## src/rtl/unidad_control_multiciclo.sv

```systemverilog
// rtl/unidad_control_multiciclo.sv - main control FSM for the multicycle MIPS datapath
module unidad_control_multiciclo #(
  parameter logic [5:0] OP_RTYPE = 6'b000000,
  parameter logic [5:0] OP_LW    = 6'b100011,
  parameter logic [5:0] OP_SW    = 6'b101011,
  parameter logic [5:0] OP_BEQ   = 6'b000100,
  parameter logic [5:0] OP_J     = 6'b000010,
  parameter logic [5:0] OP_ADDI  = 6'b001000
) (
  input  logic       clk,
  input  logic       reset,
  input  logic [5:0] opcode,
  input  logic       mem_listo,
  output logic       PCWrite,
  output logic       PCWriteCond,
  output logic       IorD,
  output logic       MemRead,
  output logic       MemWrite,
  output logic       IRWrite,
  output logic       MemtoReg,
  output logic       RegWrite,
  output logic       RegDst,
  output logic       ALUSrcA,
  output logic [1:0] PCSource,
  output logic [1:0] ALUSrcB,
  output logic [1:0] ALUOp,
  output logic [3:0] estado,
  output logic       opcode_invalido
);

  typedef enum logic [3:0] {
    S_FETCH     = 4'd0,
    S_DECODE    = 4'd1,
    S_MEM_ADDR  = 4'd2,
    S_MEM_READ  = 4'd3,
    S_MEM_WB    = 4'd4,
    S_MEM_WRITE = 4'd5,
    S_EXECUTE   = 4'd6,
    S_R_COMPL   = 4'd7,
    S_BRANCH    = 4'd8,
    S_JUMP      = 4'd9,
    S_ADDI_EXEC = 4'd10,
    S_ADDI_WB   = 4'd11
  } estado_t;

  estado_t estado_q, estado_d;

  always_ff @(posedge clk) begin
    if (reset) estado_q <= S_FETCH;
    else       estado_q <= estado_d;
  end

  always_comb begin
    estado_d        = estado_q;
    PCWrite         = 1'b0;
    PCWriteCond     = 1'b0;
    IorD            = 1'b0;
    MemRead         = 1'b0;
    MemWrite        = 1'b0;
    IRWrite         = 1'b0;
    MemtoReg        = 1'b0;
    RegWrite        = 1'b0;
    RegDst          = 1'b0;
    ALUSrcA         = 1'b0;
    PCSource        = 2'b00;
    ALUSrcB         = 2'b00;
    ALUOp           = 2'b00;
    opcode_invalido = 1'b0;
    estado          = estado_q;

    case (estado_q)
      S_FETCH: begin
        MemRead = 1'b1;
        ALUSrcB = 2'b01;
        IRWrite = mem_listo;
        PCWrite = mem_listo;
        if (mem_listo) estado_d = S_DECODE;
      end
      S_DECODE: begin
        ALUSrcB = 2'b11;
        if (opcode == OP_LW || opcode == OP_SW) estado_d = S_MEM_ADDR;
        else if (opcode == OP_RTYPE)            estado_d = S_EXECUTE;
        else if (opcode == OP_BEQ)              estado_d = S_BRANCH;
        else if (opcode == OP_J)                estado_d = S_JUMP;
        else if (opcode == OP_ADDI)             estado_d = S_ADDI_EXEC;
        else begin
          estado_d        = S_FETCH;
          opcode_invalido = 1'b1;
        end
      end
      S_MEM_ADDR: begin
        ALUSrcA = 1'b1;
        ALUSrcB = 2'b10;
        // IR still holds the instruction, so the opcode picks load vs store
        if (opcode == OP_SW)      estado_d = S_MEM_WRITE;
        else if (opcode == OP_LW) estado_d = S_MEM_READ;
        else                      estado_d = S_FETCH;
      end
      S_MEM_READ: begin
        MemRead = 1'b1;
        IorD    = 1'b1;
        if (mem_listo) estado_d = S_MEM_WB;
      end
      S_MEM_WB: begin
        RegWrite = 1'b1;
        MemtoReg = 1'b1;
        estado_d = S_FETCH;
      end
      S_MEM_WRITE: begin
        MemWrite = 1'b1;
        IorD     = 1'b1;
        if (mem_listo) estado_d = S_FETCH;
      end
      S_EXECUTE: begin
        ALUSrcA  = 1'b1;
        ALUOp    = 2'b10;
        estado_d = S_R_COMPL;
      end
      S_R_COMPL: begin
        RegWrite = 1'b1;
        RegDst   = 1'b1;
        estado_d = S_FETCH;
      end
      S_BRANCH: begin
        ALUSrcA     = 1'b1;
        ALUOp       = 2'b01;
        PCWriteCond = 1'b1;
        PCSource    = 2'b01;
        estado_d    = S_FETCH;
      end
      S_JUMP: begin
        PCWrite  = 1'b1;
        PCSource = 2'b10;
        estado_d = S_FETCH;
      end
      S_ADDI_EXEC: begin
        ALUSrcA  = 1'b1;
        ALUSrcB  = 2'b10;
        estado_d = S_ADDI_WB;
      end
      S_ADDI_WB: begin
        RegWrite = 1'b1;
        estado_d = S_FETCH;
      end
      default: estado_d = S_FETCH;
    endcase

    // Reset silences the datapath in the very cycle it is asserted
    if (reset) begin
      PCWrite         = 1'b0;
      PCWriteCond     = 1'b0;
      IorD            = 1'b0;
      MemRead         = 1'b0;
      MemWrite        = 1'b0;
      IRWrite         = 1'b0;
      MemtoReg        = 1'b0;
      RegWrite        = 1'b0;
      RegDst          = 1'b0;
      ALUSrcA         = 1'b0;
      PCSource        = 2'b00;
      ALUSrcB         = 2'b00;
      ALUOp           = 2'b00;
      opcode_invalido = 1'b0;
      estado          = 4'd0;
    end
  end

endmodule

```

## config.mk

```make
export PLATFORM = sky130hd
export DESIGN_NAME = unidad_control_multiciclo
export DESIGN_NICKNAME = d
export VERILOG_FILES = /design/src/rtl/unidad_control_multiciclo.sv
export SDC_FILE = /design/constraint.sdc
export NUM_CORES = 1
export LEC_CHECK = 0
export BUFFER_PORTS_ARGS = -buffer_cell sky130_fd_sc_hd__buf_2
export CAP_MARGIN = 20
export CORE_AREA = 2 2 39 41
export CTS_CLUSTER_DIAMETER = 100
export DETAILED_ROUTE_END_ITERATION = 10
export DIE_AREA = 0 0 41 43
export PLACE_DENSITY_LB_ADDON = 0.2
export SETUP_SLACK_MARGIN = 0.4
export SLEW_MARGIN = 20
export SYNTH_ARGS = -nofsm -noshare
export SYNTH_HDL_FRONTEND = slang
export SYNTH_SLANG_ARGS = --single-unit
```

## constraint.sdc

```tcl
create_clock -name clk -period 4 [get_ports clk]
set_clock_uncertainty 0.2 [all_clocks]
set_input_delay 0.8 -clock clk [delete_from_list [all_inputs] [get_ports clk]]
set_output_delay 0.8 -clock clk [all_outputs]
set_load 0.1 [all_outputs]
```

* Word-level counts from Yosys, hierarchy flattened
Cells that the tools add are included.
W data, S select, Z words.
** Word-level totals
- Bits in registers :: 4
- Bits of input ports :: 9
** Cells by class
- Equality and inequality tests :: 19
- Mux-type cells :: 45
- Reductions and logical operators :: 9
** Operator list (count)
- $mux W4 :: 9
- $pmux W4 S7 :: 1
- $mux W1 :: 26
- $eq A4 B3 Y1 const B :: 4
- $eq A4 B4 Y1 const B :: 4
- $eq A6 B6 Y1 const B :: 2
- $eq A4 B2 Y1 const B :: 2
- $mux W2 :: 4
- $pmux W2 S2 :: 2
- $eq A6 B2 Y1 const B :: 1
- $eq A6 B3 Y1 const B :: 1
- $eq A6 B4 Y1 const B :: 1
- $logic_not A6 Y1 :: 1
- $ne A2 B2 Y1 const B :: 3
- $pmux W2 S3 :: 1
- $reduce_or A2 Y1 :: 3
- $eq A4 B1 Y1 const B :: 1
- $logic_not A4 Y1 :: 1
- $reduce_or A4 Y1 :: 1
- $mux W3 :: 1
- $reduce_and A3 Y1 :: 1
- $reduce_or A3 Y1 :: 1
- $pmux W1 S2 :: 1
- $logic_or A1 B1 Y1 :: 1

* Depth between registers and ports, before layout
- Word-level depth :: 8
- Depth in mapped cells :: 5
- Gate-level depth less buffers :: 4

* Worst setup path before layout
No wires, ideal clock.
- Kind :: input-to-output
- From :: in reset
- To :: out PCWrite
- Stages :: 3
- Setup slack :: -1.776 ns
- Data arrival time :: 4.776 ns
- Buffers on the path :: 0
- Data required time :: 3.000 ns
- Cells stage by stage :: nand2b_1 -> nor4_1 -> or2_1
** Between the ends
- Longest elaborated chain between the ends :: 1
** Ends and longest elaborated chain
- start, declared :: RTL line 11 : input logic reset,
- $mux W1 :: RTL line 149 : if (reset) begin
- end, declared :: RTL line 14 : output logic PCWrite,
No other way between the ends.

* Final worst setup path
- From :: reg estado_q[3]
- To :: out PCWrite
** Between the ends
- Longest elaborated chain between the ends :: 3
- Elaborated cells on any way between the ends :: 4
- Those cells by class :: eq/ne (1); mux (2); reduce/logical (1)
** Ends and longest elaborated chain
- start, declared :: RTL line 46 : estado_t estado_q, estado_d;
- start signal, assigned :: RTL line 50 : else estado_q <= estado_d;
- $eq A4 B4 Y1 or $logic_not A4 Y1 (tied branches) :: RTL line 71 : case (estado_q)
- $pmux W1 S2 * :: RTL line 71
- $mux W1 * :: RTL line 149
Every way passes the cells marked *; elsewhere a longest branch is shown, timed or not.

==> impl_metrics.csv <==
group,metric,value,unit
synthesis,syn-instance-count,87,
synthesis,ys_warn_count,0,
power_and_ir_drop,p_leak,0.370,nW
place,routabilityCongestion,0.858,
drt,drtPass1Iterations,4,
place,place_ws,0.880,ns
global_route,track_usage,20.6,%
critical_path,crit_buf_inv,2,
cells_and_area,top_regs,"estado_q: 4 flops",
critical_path,crit_family,"flip-flops",
sta,max_freq,315,MHz
global_route,grt_pass1_wl,2590,um
place,portBuffers,29,
clock_tree,clock-sinks,4,
global_route,antenna_found_initial,0,
drt,vias_per_cell,5.87,
critical_path,crit_fanout,16,
synthesis,synth.distinct_cells,40,
synthesis,syn_nets,96,
critical_path,timing.critical_path.cells,"inv_2 -> nor4_4 -> or2_1 -> buf_2",
clock_tree,cts.reportedPaths.clkPinSlew,0.03,ns
sta,drv_slew,0,
drt,route.detailed.drc,0,
clock_tree,cts_buffers,3,
sta,setup_viol,0,
critical_path,arrival,2.18,ns
cells_and_area,multiInputGateArea,537,um2
global_route,grt_overflow,0,
synthesis,synth_edf_count,0,
synthesis,ys_seq_area_share,13.5,%
clock_tree,clk_latency,0.23,ns
cells_and_area,syn_to_final_growth,38.2,%
clock_tree,htreeDepth,1,
sta,setup_tns,0,ns
cells_and_area,regMostFlops,"estado_q",
power_and_ir_drop,ir_drop,0.000273,V
flow_run,maxCapViolCount,0,
global_route,grt_pass1_vias,639,
synthesis,synth_area_leaders,"dfxtp_1 14%, nor2_1 5.7%, nor3_1 5.1%",
drt,wl_per_cell,13.0,um
cells_and_area,antenna_cells,0,
synthesis,yosys.area.top_type,"dfxtp_1",
cells_and_area,fill_cells,146,
sta,fin_crit,3.18,ns
critical_path,crit_type,"flip-flop to output port",
clock_tree,cts_hold_buf,0,
min_path,min_path_type,"flip-flop to flip-flop",
floorplan,die-area,1760,um2
floorplan,die_y,43,um
place,dp_cells,124,
drt,antenna_left,0,
critical_path,worstSetupEndpointType,"output port",
critical_path,required,3.00,ns
drt,drt_iter0_drc,10,
run_status,status,"complete, no violations",
drt,vias,746,
sta,worst_pin_slew,0.834,ns
clock_tree,clock_path_buffers,2,
synthesis,synthArstFlopShare,0,%
synthesis,syn_area_per_cell,6.82,um2
floorplan,rows,14,
clock_tree,post_cts_buffers,0,
floorplan,core_area,1380,um2
floorplan,io_pins,30,
sta,finalHoldViolCount,0,
cells_and_area,largest_register_ffs,4,
cells_and_area,final_layout_size_suffix_gt1_share,42.3,%
cells_and_area,stdcell_count,127,
place,place_hpwl,1280,um
critical_path,worstSetupStartpointType,"flip-flop",
synthesis,syn-cell-area,593,um2
synthesis,yosysTopAreaCellShare,13.5,%
sta,fin_crit_sh,79.4,%
critical_path,rrSetupSlack,2.04,ns
clock_tree,post_cts_resized,0,
critical_path,cp_slowest_cell,"dfxtp_1",
sta,slew_headroom,44.3,%
cells_and_area,final_nets,122,
synthesis,ys_seq_elements,4,
floorplan,start_util,42.9,%
clock_tree,cts_tree,"done",
cells_and_area,seqCellArea,80.1,um2
critical_path,max_stage_delay,0.81,ns
global_route,grt_max_degree,21,
power_and_ir_drop,powerDensity,244,nW/um2
clock_tree,cts-root-buf,"clkbuf_4",
synthesis,synth-main-ff-cell,"dfxtp_1",
drt,routed_wl,1650,um
sta,fin_ws,0.825,ns
floorplan,die_w,41,um
sta,rsz0062_at_grt,"false",
[power by group]
| group | internal [W] | total, W | switching, W |
|---|---|---|---|
| logic | 0.0000263 | 0.000102 | 0.0000753 |
| clock network | 0.0000334 | 0.0000479 | 0.0000145 |
| registers | 0.0000419 | 0.0000506 | 0.00000871 |
[worst paths after layout]
| kind | start | cells after the start | end |
|---|---|---|---|
| setup reg to reg | estado_q[2]$_SDFFE_PP0P_ | 3 | estado_q[0]$_SDFFE_PP0P_ |
| setup / recovery | estado_q[3]$_SDFFE_PP0P_ | 4 | PCWrite |
| hold reg to reg | estado_q[2]$_SDFFE_PP0P_ | 1 | estado_q[3]$_SDFFE_PP0P_ |
| hold / removal | estado_q[2]$_SDFFE_PP0P_ | 1 | estado_q[3]$_SDFFE_PP0P_ |
[per-layer routing]
metal / up-vias / routed length (um) / track usage (%)
li1: 373 / - / -
met1: 341 / 730 / 26.4
met2: 30 / 770 / 33.8
met3: 2 / 128 / 3.66
met4: 0 / 19 / 5.33
met5: - / 0 / 0
[synth_stat cells (all sizes together), types with 2 or more instances]
master and count:
dfxtp 4, o21ai 5, o211ai 2, nand3 2
a21oi 3, nand3b 2, and3 4, nand2 6
nor3b 2, xor2 2, clkbuf 3, inv 4
nor4 4, nand2b 3, nor3 6, nor2 9
buf 5, nor2b 3
[per-stage QoR]
step           total power (W)  util (%)  hold slack, ns  area (um2)
6_report              0.000200      59.2           0.694         820
2_1_floorplan         0.000134         -           0.452         672
4_1_cts               0.000202      59.2           0.710         820
3_3_place_gp          0.000152      57.6           0.678         797
5_1_grt               0.000214      59.2           0.731         820
3_5_place_dp          0.000153      57.6           0.708         797
[cell families (layout without fill, tap and decap cells)]
family | count (synthesis) | after routing | share of synthesized area (%)
buffers and inverters | 12 | 36 | 9.28
AO/OA/AOI/OAI | 20 | 20 | 23.8
XOR/XNOR | 3 | 3 | 4.43
flip-flops | 4 | 4 | 13.5
AND/OR/NAND/NOR | 48 | 48 | 48.9
[worst register-to-register path, delay by kind of cell, from the launching register on]
kind / cells / cell delay [ns]
AO/OA/AOI/OAI: 3 / 0.77
flip-flops: 1 / 0.85
[layout make-up]
type / count / share of cell area [%]
multi-input combinational: 71 / 65.5
inverter: 4 / 1.83
sequential: 4 / 9.77
timing repair buffer: 29 / 17.7
tap: 16 / 2.44
clock buffer: 3 / 2.75
[layout by cell type (no fill, tap or decap), drive strengths merged, types with 2 or more instances in the layout]
master,n
nand2b,3
nor3,6
nor3b,2
nand3b,2
o211ai,2
buf,29
nor4,4
inv,4
nor2b,3
a21oi,3
and3,4
xor2,2
nand3,2
o21ai,5
clkbuf,3
dfxtp,4
nand2,6
nor2,9
Note: power is estimated with default switching activity, not from simulation.
